===== src/rtl/apb_completer_if.sv =====
// APB4 bus bundle between a requester and the apb_completer register bank.
// The master modport is the requester side and the slave modport is the completer side.
interface apb_completer_if #(
   parameter int ADDR_WIDTH = 32,
   parameter int DATA_WIDTH = 32,
   parameter int STRB_WIDTH = DATA_WIDTH / 8
);
   logic                  PSEL;
   logic                  PENABLE;
   logic                  PWRITE;
   logic [ADDR_WIDTH-1:0] PADDR;
   logic [DATA_WIDTH-1:0] PWDATA;
   logic [STRB_WIDTH-1:0] PSTRB;
   logic [2:0]            PPROT;
   logic [DATA_WIDTH-1:0] PRDATA;
   logic                  PREADY;
   logic                  PSLVERR;

   modport master (
      output PSEL, PENABLE, PWRITE, PADDR, PWDATA, PSTRB, PPROT,
      input  PRDATA, PREADY, PSLVERR
   );

   modport slave (
      input  PSEL, PENABLE, PWRITE, PADDR, PWDATA, PSTRB, PPROT,
      output PRDATA, PREADY, PSLVERR
   );
endinterface


===== src/rtl/apb_completer.sv =====
// APB4 completer with a programmable wait-state count and a small register bank.
// Register 0 holds a read-only ID. The upper half of the bank is privileged.
module apb_completer #(
   parameter int                   ADDR_WIDTH  = 32,
   parameter int                   DATA_WIDTH  = 32,
   parameter int                   STRB_WIDTH  = DATA_WIDTH / 8,
   parameter int                   NUM_REGS    = 16,
   parameter int                   WAIT_CYCLES = 1,
   parameter logic [DATA_WIDTH-1:0] ID_VALUE   = 32'hA0B4_0001
) (
   input  logic             clk,
   input  logic             rst_n,
   apb_completer_if.slave   bus
);
   localparam int IDX_W = $clog2(NUM_REGS);

   typedef enum logic {IDLE, ACCESS} state_t;

   state_t                 state_reg, state_next;
   logic [3:0]             cnt_reg, cnt_next;
   logic                   capture;
   logic                   done;

   logic [ADDR_WIDTH-1:0]  addr_reg;
   logic                   write_reg;
   logic [DATA_WIDTH-1:0]  wdata_reg;
   logic [STRB_WIDTH-1:0]  strb_reg;
   logic                   priv_reg;

   logic [IDX_W-1:0]       idx;
   logic                   err;
   logic                   commit;
   logic [DATA_WIDTH-1:0]  wmask;
   logic [DATA_WIDTH-1:0]  rd_word;
   logic [DATA_WIDTH-1:0]  regs [NUM_REGS];

   always_ff @(posedge clk or negedge rst_n) begin
      if (!rst_n) begin
         state_reg <= IDLE;
         cnt_reg   <= '0;
      end else begin
         state_reg <= state_next;
         cnt_reg   <= cnt_next;
      end
   end

   always_comb begin
      state_next = state_reg;
      cnt_next   = cnt_reg;
      capture    = 1'b0;
      done       = 1'b0;
      case (state_reg)
         IDLE: begin
            // PSEL with PENABLE already high is not a valid setup phase.
            if (bus.PSEL && !bus.PENABLE) begin
               state_next = ACCESS;
               cnt_next   = 4'(WAIT_CYCLES);
               capture    = 1'b1;
            end
         end
         ACCESS: begin
            if (!bus.PSEL) begin
               state_next = IDLE;
            end else if (cnt_reg != 4'd0) begin
               cnt_next = cnt_reg - 4'd1;
            end else begin
               done       = 1'b1;
               state_next = IDLE;
            end
         end
         default: state_next = IDLE;
      endcase
   end

   always_ff @(posedge clk or negedge rst_n) begin
      if (!rst_n) begin
         addr_reg  <= '0;
         write_reg <= 1'b0;
         wdata_reg <= '0;
         strb_reg  <= '0;
         priv_reg  <= 1'b0;
      end else if (capture) begin
         addr_reg  <= bus.PADDR;
         write_reg <= bus.PWRITE;
         wdata_reg <= bus.PWDATA;
         strb_reg  <= bus.PSTRB;
         priv_reg  <= bus.PPROT[0];
      end
   end

   // All decode works on the captured copy, so bus changes during ACCESS are harmless.
   always_comb begin
      idx = addr_reg[IDX_W+1:2];
      err = (addr_reg[1:0] != 2'b00)
          | (addr_reg[ADDR_WIDTH-1:IDX_W+2] != '0)
          | (write_reg && (idx == '0))
          | (!priv_reg && idx[IDX_W-1]);
   end

   for (genvar gi = 0; gi < STRB_WIDTH; gi++) begin : g_lane
      assign wmask[gi*8 +: 8] = {8{strb_reg[gi]}};
   end

   assign commit = done && write_reg && !err;

   // Entry 0 is never written; reads of index 0 are served from ID_VALUE instead.
   always_ff @(posedge clk or negedge rst_n) begin
      if (!rst_n) begin
         for (int i = 0; i < NUM_REGS; i++) begin
            regs[i] <= '0;
         end
      end else if (commit) begin
         regs[idx] <= (regs[idx] & ~wmask) | (wdata_reg & wmask);
      end
   end

   always_comb begin
      rd_word     = (idx == '0) ? ID_VALUE : regs[idx];
      bus.PREADY  = done;
      bus.PSLVERR = done && err;
      bus.PRDATA  = (done && !write_reg && !err) ? rd_word : '0;
   end
endmodule


===== src/flat_wrapper.sv =====
// flat-port wrapper written by rule: the top's interface ports become plain ports
module apb_completer_flat 
#(
   parameter int                   ADDR_WIDTH  = 32,
   parameter int                   DATA_WIDTH  = 32,
   parameter int                   STRB_WIDTH  = DATA_WIDTH / 8,
   parameter int                   NUM_REGS    = 16,
   parameter int                   WAIT_CYCLES = 1,
   parameter logic [DATA_WIDTH-1:0] ID_VALUE   = 32'hA0B4_0001
)
  (clk, rst_n, bus_PSEL, bus_PENABLE, bus_PWRITE, bus_PADDR, bus_PWDATA, bus_PSTRB, bus_PPROT, bus_PRDATA, bus_PREADY, bus_PSLVERR);
  apb_completer_if #(.ADDR_WIDTH(ADDR_WIDTH), .DATA_WIDTH(DATA_WIDTH), .STRB_WIDTH(STRB_WIDTH)) bus_i ();
  input  logic clk;
  input  logic rst_n;
  input wire logic [$bits(bus_i.PSEL)-1:0] bus_PSEL;
  input wire logic [$bits(bus_i.PENABLE)-1:0] bus_PENABLE;
  input wire logic [$bits(bus_i.PWRITE)-1:0] bus_PWRITE;
  input wire logic [$bits(bus_i.PADDR)-1:0] bus_PADDR;
  input wire logic [$bits(bus_i.PWDATA)-1:0] bus_PWDATA;
  input wire logic [$bits(bus_i.PSTRB)-1:0] bus_PSTRB;
  input wire logic [$bits(bus_i.PPROT)-1:0] bus_PPROT;
  output wire logic [$bits(bus_i.PRDATA)-1:0] bus_PRDATA;
  output wire logic [$bits(bus_i.PREADY)-1:0] bus_PREADY;
  output wire logic [$bits(bus_i.PSLVERR)-1:0] bus_PSLVERR;
  assign bus_i.PSEL = bus_PSEL;
  assign bus_i.PENABLE = bus_PENABLE;
  assign bus_i.PWRITE = bus_PWRITE;
  assign bus_i.PADDR = bus_PADDR;
  assign bus_i.PWDATA = bus_PWDATA;
  assign bus_i.PSTRB = bus_PSTRB;
  assign bus_i.PPROT = bus_PPROT;
  assign bus_PRDATA = bus_i.PRDATA;
  assign bus_PREADY = bus_i.PREADY;
  assign bus_PSLVERR = bus_i.PSLVERR;
  apb_completer #(.ADDR_WIDTH(ADDR_WIDTH), .DATA_WIDTH(DATA_WIDTH), .STRB_WIDTH(STRB_WIDTH), .NUM_REGS(NUM_REGS), .WAIT_CYCLES(WAIT_CYCLES), .ID_VALUE(ID_VALUE)) u_core (.clk(clk), .rst_n(rst_n), .bus(bus_i));
endmodule

===== config.mk =====
export PLATFORM = sky130hd
export DESIGN_NAME = apb_completer_flat
export DESIGN_NICKNAME = d
export VERILOG_FILES = /design/src/rtl/apb_completer_if.sv /design/src/rtl/apb_completer.sv /design/src/flat_wrapper.sv
export SDC_FILE = /design/constraint.sdc
export NUM_CORES = 1
export LEC_CHECK = 0
export ABC_AREA = 1
export CAP_MARGIN = 15
export CORE_MARGIN = 10
export CORE_UTILIZATION = 45
export CTS_CLUSTER_DIAMETER = 60
export DETAILED_ROUTE_END_ITERATION = 6
export MAX_ROUTING_LAYER = met4
export PLACE_DENSITY = 0.73
export SYNTH_ARGS = -nofsm -noshare
export SYNTH_HDL_FRONTEND = slang
export SYNTH_SLANG_ARGS = --single-unit

===== constraint.sdc =====
create_clock -name clk -period 4.7 [get_ports clk]
set_clock_uncertainty 0.2 [all_clocks]
set_input_delay 1.175 -clock clk [delete_from_list [all_inputs] [get_ports clk]]
set_output_delay 1.175 -clock clk [all_outputs]
set_load 0.005 [all_outputs]

# --- Yosys cells after proc, flatten, opt, wreduce, memory -nomap -nowiden ---
# Index checks and enable logic that the tools add are counted.
word_totals:
  out_inout_bits: 34
  elab_cells: 76
  regBits: 587
  inputBits: 76
classes:
  eq_ne: 3
  n_reduce_logical: 18
  add_sub_neg: 1
  n_lt_le_gt_ge: 2
  bitwise_logic: 9
  mux: 20
op_table:
  columns: ["cell", "count"]
  rows:
  - ["512-bit bitwise mux", 1]
  - ["32-bit 2-to-1 mux", 5]
  - ["32-bit binary-select mux with 4-bit select", 1]
  - ["32-bit demux with 4-bit select", 1]
  - ["32-bit bitwise AND", 2]
  - ["32-bit NOT", 1]
  - ["32-bit OR", 1]
  - ["26-bit nonzero test", 1]
  - ["4-bit 2-to-1 mux", 3]
  - ["1-bit logical AND", 9]
  - ["4-bit case mux with 2 select lines", 1]
  - ["1-bit 2-to-1 mux", 7]
  - ["5-bit >= comparator (second input constant)", 1]
  - ["5-bit by 1-bit less-than comparator with 1-bit output (second input constant)", 1]
  - ["4-bit NOT with 5-bit output", 1]
  - ["1-bit zero test", 4]
  - ["4-bit zero test", 1]
  - ["2-bit inequality test (second input constant)", 2]
  - ["4-bit nonzero test", 1]
  - ["4-bit by 1-bit subtractor with 4-bit output (second input constant)", 1]
  - ["1-bit OR", 3]
  - ["3-bit AND reduction", 1]
  - ["2-bit by 1-bit inequality test with 1-bit output (second input constant)", 1]
  - ["1-bit case mux with 2 select lines", 1]
  - ["other kinds (2)", 2]

# --- Depth between registers and ports, before layout ---
# Gate-level depths: netlist of the first run.
depth:
  depth_word: 7
  depth_mapped: 14
  mapped_depth_nobuf: 11

# --- Worst setup path before layout of the first run ---
# No wires, ideal clock.
synth_timing:
  path_kind: "input-to-output"
  startpoint: "input bus_PSEL"
  endpoint: "output bus_PRDATA[10]"
  setup_slack_ps: 1342
  required_time_ps: 3325
  path_stages: 5
  t_arrival_ps: 1983
  path_cell_list: "nand4_1 -> inv_1 -> nand4_1 -> clkbuf_1 -> nor2_1"
synth_between:
  elab_chain_len: 5
synth_lines:
  columns: ["element", "line_no", "source"]
  rows:
  - ["start, declared", "flat_wrapper.sv:15", "input wire logic [$bits(bus_i.PSEL)-1:0] bus_PSEL;"]
  - ["1-bit 2-to-1 mux", "apb_completer.sv:62", "if (!bus.PSEL) begin"]
  - ["1-bit 2-to-1 mux", "apb_completer.sv:52", "case (state_reg)"]
  - ["via bus_PREADY", "flat_wrapper.sv:23", "output wire logic [$bits(bus_i.PREADY)-1:0] bus_PREADY;"]
  - ["1-bit logical AND (2 in a row)", "apb_completer.sv:121", "bus.PRDATA = (done && !write_reg && !err) ? rd_word : '0;"]
  - ["32-bit 2-to-1 mux", "apb_completer.sv:121", null]
  - ["end, declared", "flat_wrapper.sv:22", "output wire logic [$bits(bus_i.PRDATA)-1:0] bus_PRDATA;"]
# The timed path passes the listed nets, and every way through them passes these cells.

# --- Worst setup path in the final report of the first run ---
layout_timing:
  startpoint: "register u_core.addr_reg[3]"
  endpoint: "output bus_PRDATA[26]"
layout_between:
  elab_chain_len: 7
  elab_cells_between_ends: 12
  classes_between: "5 x mux; 3 x bitwise; 4 x reduce/logical"
layout_lines:
  columns: ["element", "line_no", "source"]
  rows:
  - ["start, declared", "apb_completer.sv:24", "logic [ADDR_WIDTH-1:0] addr_reg;"]
  - ["start signal, assigned", "apb_completer.sv:83", "addr_reg <= bus.PADDR;"]
  - ["parallel branches: the longest is 6 deep, another holds 32-bit binary-select mux with 4-bit select", null, null]
  - ["32-bit 2-to-1 mux *", "apb_completer.sv:121", null]
# Every way passes the cells marked *. The select of a mux whose other input is x is not followed.

==> results of run 1 <==
[power breakdown]
group          switching (mW)  internal (mW)
logic                    2.00          0.447
clock network            2.04           2.65
registers               0.138           5.23
[worst register-to-register path: stages, from the launching register on]
cell and delay [ns]:
dfrtp_4 0.60, nor2_1 0.52, nand2_2 0.11, nor2_1 0.11, nor2_1 0.08, nand3_2 0.06, buf_4 0.39, nor2_4 0.23
inv_2 0.81, nand2_1 0.16, nand2_1 0.11
[final cells by class]
cell class	count	area, µm²
Tap cell	855	1070
Inverter	60	244
Antenna cell	1	2.50
Timing Repair Buffer	184	1850
Fill cell	6113	31600
Clock inverter	14	77.6
Sequential cell	587	14700
Clock buffer	94	1830
Multi-Input combinational cell	3135	12700
[stage by stage]
stage / instance area (µm²) / std cells
after floorplan: 29000 / 4110
after CTS: 32400 / 4925
after global placement: 30500 / 4817
final: 32500 / 4930
after detailed placement: 30500 / 4817
after global routing: 32500 / 4930
[routing by layer]
layer / global-route usage / vias up
met4: 0.0966 / 0
li1: - / 12447
met3: 0.0457 / 238
met5: - / -
met1: 0.332 / 12865
met2: 0.392 / 1411
[layout by cell type, fill, tap and decap left out]
master,n
o22ai_1,1
buf_8,1
nor3_2,1
inv_16,1
a21oi_1,9
dfrtp_4,2
inv_4,1
and2_1,1
diode_2,1
or2_2,28
inv_6,2
clkdlybuf4s50_1,106
nand3_2,1
nor2_4,19
dfrtp_1,585
nor3_1,1
buf_6,2
nor2_1,98
nand2_1,2435
inv_2,12
clkinv_2,12
clkinv_1,1
nand3_1,514
inv_1,45
clkbuf_8,18
nand2_2,7
buf_4,60
clkbuf_16,61
o21ai_0,15
clkbuf_1,15
nand4_1,4
ha_1,1
buf_12,15
[timing repair]
item                       in CTS  in global routing
setup endpoints to repair       0                 27
buffers inserted                0                  4
gates resized for setup         0                  3
[cell families after synthesis]
logic type | after synthesis | synth area share
and+or+nand+nor | 3109 | 0.431
DFF | 587 | 0.506
buffers and inverters | 388 | 0.0582
AOI/OAI and AO/OA | 25 | 0.00435
adders and majority gates | 1 | 0.000431
[final timing paths]
kind	end	slack [ns]	from	cells past startpoint
max	bus_PRDATA[26]	0.09	u_core.addr_reg[3]	9
max in group asynchronous	u_core.regs[384]	2.95	rst_n	2
min	u_core.regs[511]	0.18	u_core.regs[511]	0
max reg2reg	u_core.regs[116]	1.25	u_core.addr_reg[3]	10
min reg2reg	u_core.regs[511]	0.18	u_core.regs[511]	0
min in group asynchronous	u_core.regs[421]	0.33	rst_n	1
==> metrics, run 1 <==
outcome finished, final reports clean; final net count 4,105; initial antenna violation count 2; Final Hold Vio Count 0; CP Launch Type register; Synth Register Bits 587; top sig layer met4; IO Pins 110; DR WL/cell 19.1 µm; final-report max-slew violation count 0; die height 274 µm; first-pass GRT wire length 147,000 µm; Netlist Area Pre-Place 29,000 µm²; Routed met1 length 38,500 µm; leak pwr 18.3 nW; slowest cell on the critical path dfrtp_4; vias in the first global route 25,004; post-synth top area cell dfrtp_1; root buf cell clkbuf_16; fin util 0.507; I/O Buffers 107; Yosys top cell area share 0.506; Starting DRT DRC Count 3,603; CP arrival 3.23 ns; routed vias/inst 5.47; drt pass-1 iters 7; Worst-path clk slew 0.06 ns; Final WS setup 0.0932 ns; HP Class register to register; Remaining DRCs 0; via count 26,961; most frequent cell on the critical path nor2_1; Cells after Synth 4,110; CTS Hold Buffers Added 0; Clock H-tree levels 2; GP Congestion 0.853; Power Total 12.5 mW; Syn Nets 4,187; # rows 93; Die Footprint 75,100 µm²; P&R area growth vs syn 11.9%; largest net degree at the start of global routing 120; Final min period 4.61 ns; RSZ-0062 raised after global routing no; WP buf/inv 2; CTS Buffer Depth 3; met3 wire length 9160 µm; Top FF cell, synth dfrtp_1; pre-CTS WS 0.160 ns; top cells by count, synth 2,435 x nand2_1, 587 x dfrtp_1, 514 x nand3_1; Synthesis Warnings 0; final global-route overflow total 0; Worst Path Max Fanout 20; total negative setup slack 0 ns; critical path class register to primary output; Largest register FFs 512; Synth async-reset ratio 1.00; Tightest Pin Transition 1.08 ns; post-synth cell types 24; share of cells above drive strength 1 0.0596; Core ar. 64,100 µm²; total wire length 94,200 µm; clk sinks 587; Post-DRT Antenna Nets 0; EDFF count, synth 0; most numerous cell in the Yosys netlist nand2_1; Syn Area/Cell 7.06 µm²; fmax 0.217 GHz; VDD IR-drop max 0.248 mV; gr usage total 0.255; Synth area leaders dfrtp_1 51%, nand2_1 31%, nand3_1 8.9%, buf_2 2.7%, clkbuf_1 2.0%; Worst setup EP type primary output; final setup vio count 0; Starting Density 0.453; CP delay by family, top simple AND/OR/NAND/NOR gates; period utilization 0.980; Hold Worst Slack 0.176 ns; clk_lat worst skew 0.64 ns; CP required 3.32 ns; wire length on met2 42,800 µm; CTS tree yes; Max Cap Violations 0; Die Width 274 µm; Power Density 385 nW/µm²; number of CTS-inserted buffers 60; DP Wirelength 52,700 µm; Slowest Stage Delay on Critical Path 0.60 ns; crit path cell chain nor2_1, nand2_2, nor2_1, nor2_1, and2_1, nand4_1, buf_12, nor2_1, clkdlybuf4s50_1; Rel. slew slack 0.278; sequential element share of the synthesized area 0.506
Power figures use the tool's default switching activity.
==> run 2: changes to the inputs <==
--- a/config.mk
+++ b/config.mk
@@ -9,10 +9,10 @@
 export CAP_MARGIN = 15
 export CORE_MARGIN = 10
 export CORE_UTILIZATION = 45
-export CTS_CLUSTER_DIAMETER = 60
 export DETAILED_ROUTE_END_ITERATION = 6
 export MAX_ROUTING_LAYER = met4
 export PLACE_DENSITY = 0.73
+export SETUP_SLACK_MARGIN = 0.4
 export SYNTH_ARGS = -nofsm -noshare
 export SYNTH_HDL_FRONTEND = slang
 export SYNTH_SLANG_ARGS = --single-unit
==> metrics, run 2 (synthesized netlist as in run 1, its figures left out) <==
Core ar. 64,100 µm²; DR WL/cell 19.4 µm; Max Cap Violations 0; Die Width 274 µm; routed vias/inst 5.49; failing checks DRC; HP Class register to register; outcome finished with violations; final global-route overflow total 0; I/O Buffers 107; Worst Path Max Fanout 8; fmax 0.227 GHz; Remaining DRCs 1; CP arrival 3.02 ns; die height 274 µm; final setup vio count 0; GP Congestion 0.853; critical path class input pin to primary output; Worst-path clk slew 0.06 ns; Rel. slew slack 0.287; DP Wirelength 52,700 µm; root buf cell clkbuf_16; IO Pins 110; share of cells above drive strength 1 0.0678; most frequent cells in the layout 2,435 x nand2_1, 584 x dfrtp_1, 514 x nand3_1; Worst setup EP type primary output; total negative setup slack 0 ns; CP Launch Type input pin; Final WS setup 0.302 ns; clk sinks 587; CTS tree yes; Power Density 385 nW/µm²; Clock H-tree levels 2; largest net degree at the start of global routing 96; Final min period 4.40 ns; r2r setup slk 1.47 ns; VDD IR-drop max 0.251 mV; Starting Density 0.453; Final Hold Vio Count 0; FILL cells 6,041; clk_lat worst skew 0.64 ns; CP required 3.32 ns; Die Footprint 75,100 µm²; total wire length 96,400 µm; Post-DRT Antenna Nets 0; Tightest Pin Transition 1.07 ns; P&R area growth vs syn 13.8%; # rows 93; Hold Worst Slack 0.176 ns; Largest register FFs 512; via count 27,221; first-pass GRT wire length 148,000 µm; leak pwr 19.1 nW; final net count 4,132; drt pass-1 iters 7; CTS Buffer Depth 3; gr usage total 0.258; Starting DRT DRC Count 3,652; CTS Hold Buffers Added 0; initial antenna violation count 1; RSZ-0062 raised after global routing yes; vias in the first global route 25,191; final-report max-slew violation count 0; pre-CTS WS 0.160 ns; number of CTS-inserted buffers 60; most common cell after layout, fill and taps aside nand2_1; period utilization 0.936
## run 2: changes by cell type in the layout (fill, tap and decap cells not counted), moves of 3 or more
cell,delta
buf_6,+6
dlymetal6s2s_1,+29
clkbuf_1,+8
clkinv_2,-4
buf_12,+7
nor2_1,-12
buf_4,+4
nor2_2,+8
nor2_4,+4
buf_16,+3
clkbuf_16,+4
clkbuf_8,-4
clkdlybuf4s50_1,-30
## run 2: critical path, cell delays in order
cell and delay [ns]:
clkdlybuf4s50_1 0.48, nand4_1 0.16, inv_2 0.12, nand4_1 0.10, buf_6 0.17, clkbuf_16 0.19, nor2_1 0.10, clkdlybuf4s50_1 0.51
## run 2: worst paths after layout
| path | startpoint | to | depth (start not counted) |
|---|---|---|---|
| max in group asynchronous | rst_n | u_core.regs[384] | 2 |
| worst min-delay path | u_core.regs[504] | u_core.regs[504] | 0 |
| min in group asynchronous | rst_n | u_core.regs[421] | 1 |
| worst max-delay path | bus_PSEL | bus_PRDATA[30] | 8 |
| worst max register to register | u_core.cnt_reg[0] | u_core.regs[98] | 13 |
| worst min register to register | u_core.regs[504] | u_core.regs[504] | 0 |
## run 2: layer usage
layer	routed length [µm]	global-route usage	part of all wire
met4	4500	0.105	0.047
met5	0	-	0
met3	9940	0.0477	0.10
met1	38500	0.336	0.40
met2	43400	0.394	0.45
## run 2: what timing repair did
item / in CTS / in global routing
setup endpoints to repair: 32 / 31
gates resized for setup: 28 / 48
pin swaps: 3 / 3
gates cloned: 2 / 4
buffers inserted: 16 / 9
## run 2: metrics by stage
step	utilization	instances	cell area [µm²]	power, mW
6_report	0.515	4957	33000	12.7
5_1_grt	0.515	4957	33000	13.1
4_1_cts	0.510	4943	32700	12.6
3_5_place_dp	0.476	4817	30500	7.82
3_3_place_gp	0.476	4817	30500	7.80
2_1_floorplan	-	4110	29000	6.89
## run 2: where the power goes
part	leakage [nW]	internal [mW]	switching [mW]
combinational	10.1	0.610	2.10
sequential	8.08	5.23	0.130
clock	0.915	2.60	2.04
## run 2: final cells by class
type                    instances  area, µm²  area share
clock buffers                  98       1810      0.0547
repair buffers                210       2370      0.0718
well taps                     855       1070      0.0324
multi-input cells            3135      12800       0.386
clock inverters                10       56.3     0.00170
flip-flops and latches        587      14700       0.445
repair inverters                1       8.76    0.000265
diodes                          1       2.50   0.0000758
inverters                      60        254     0.00769
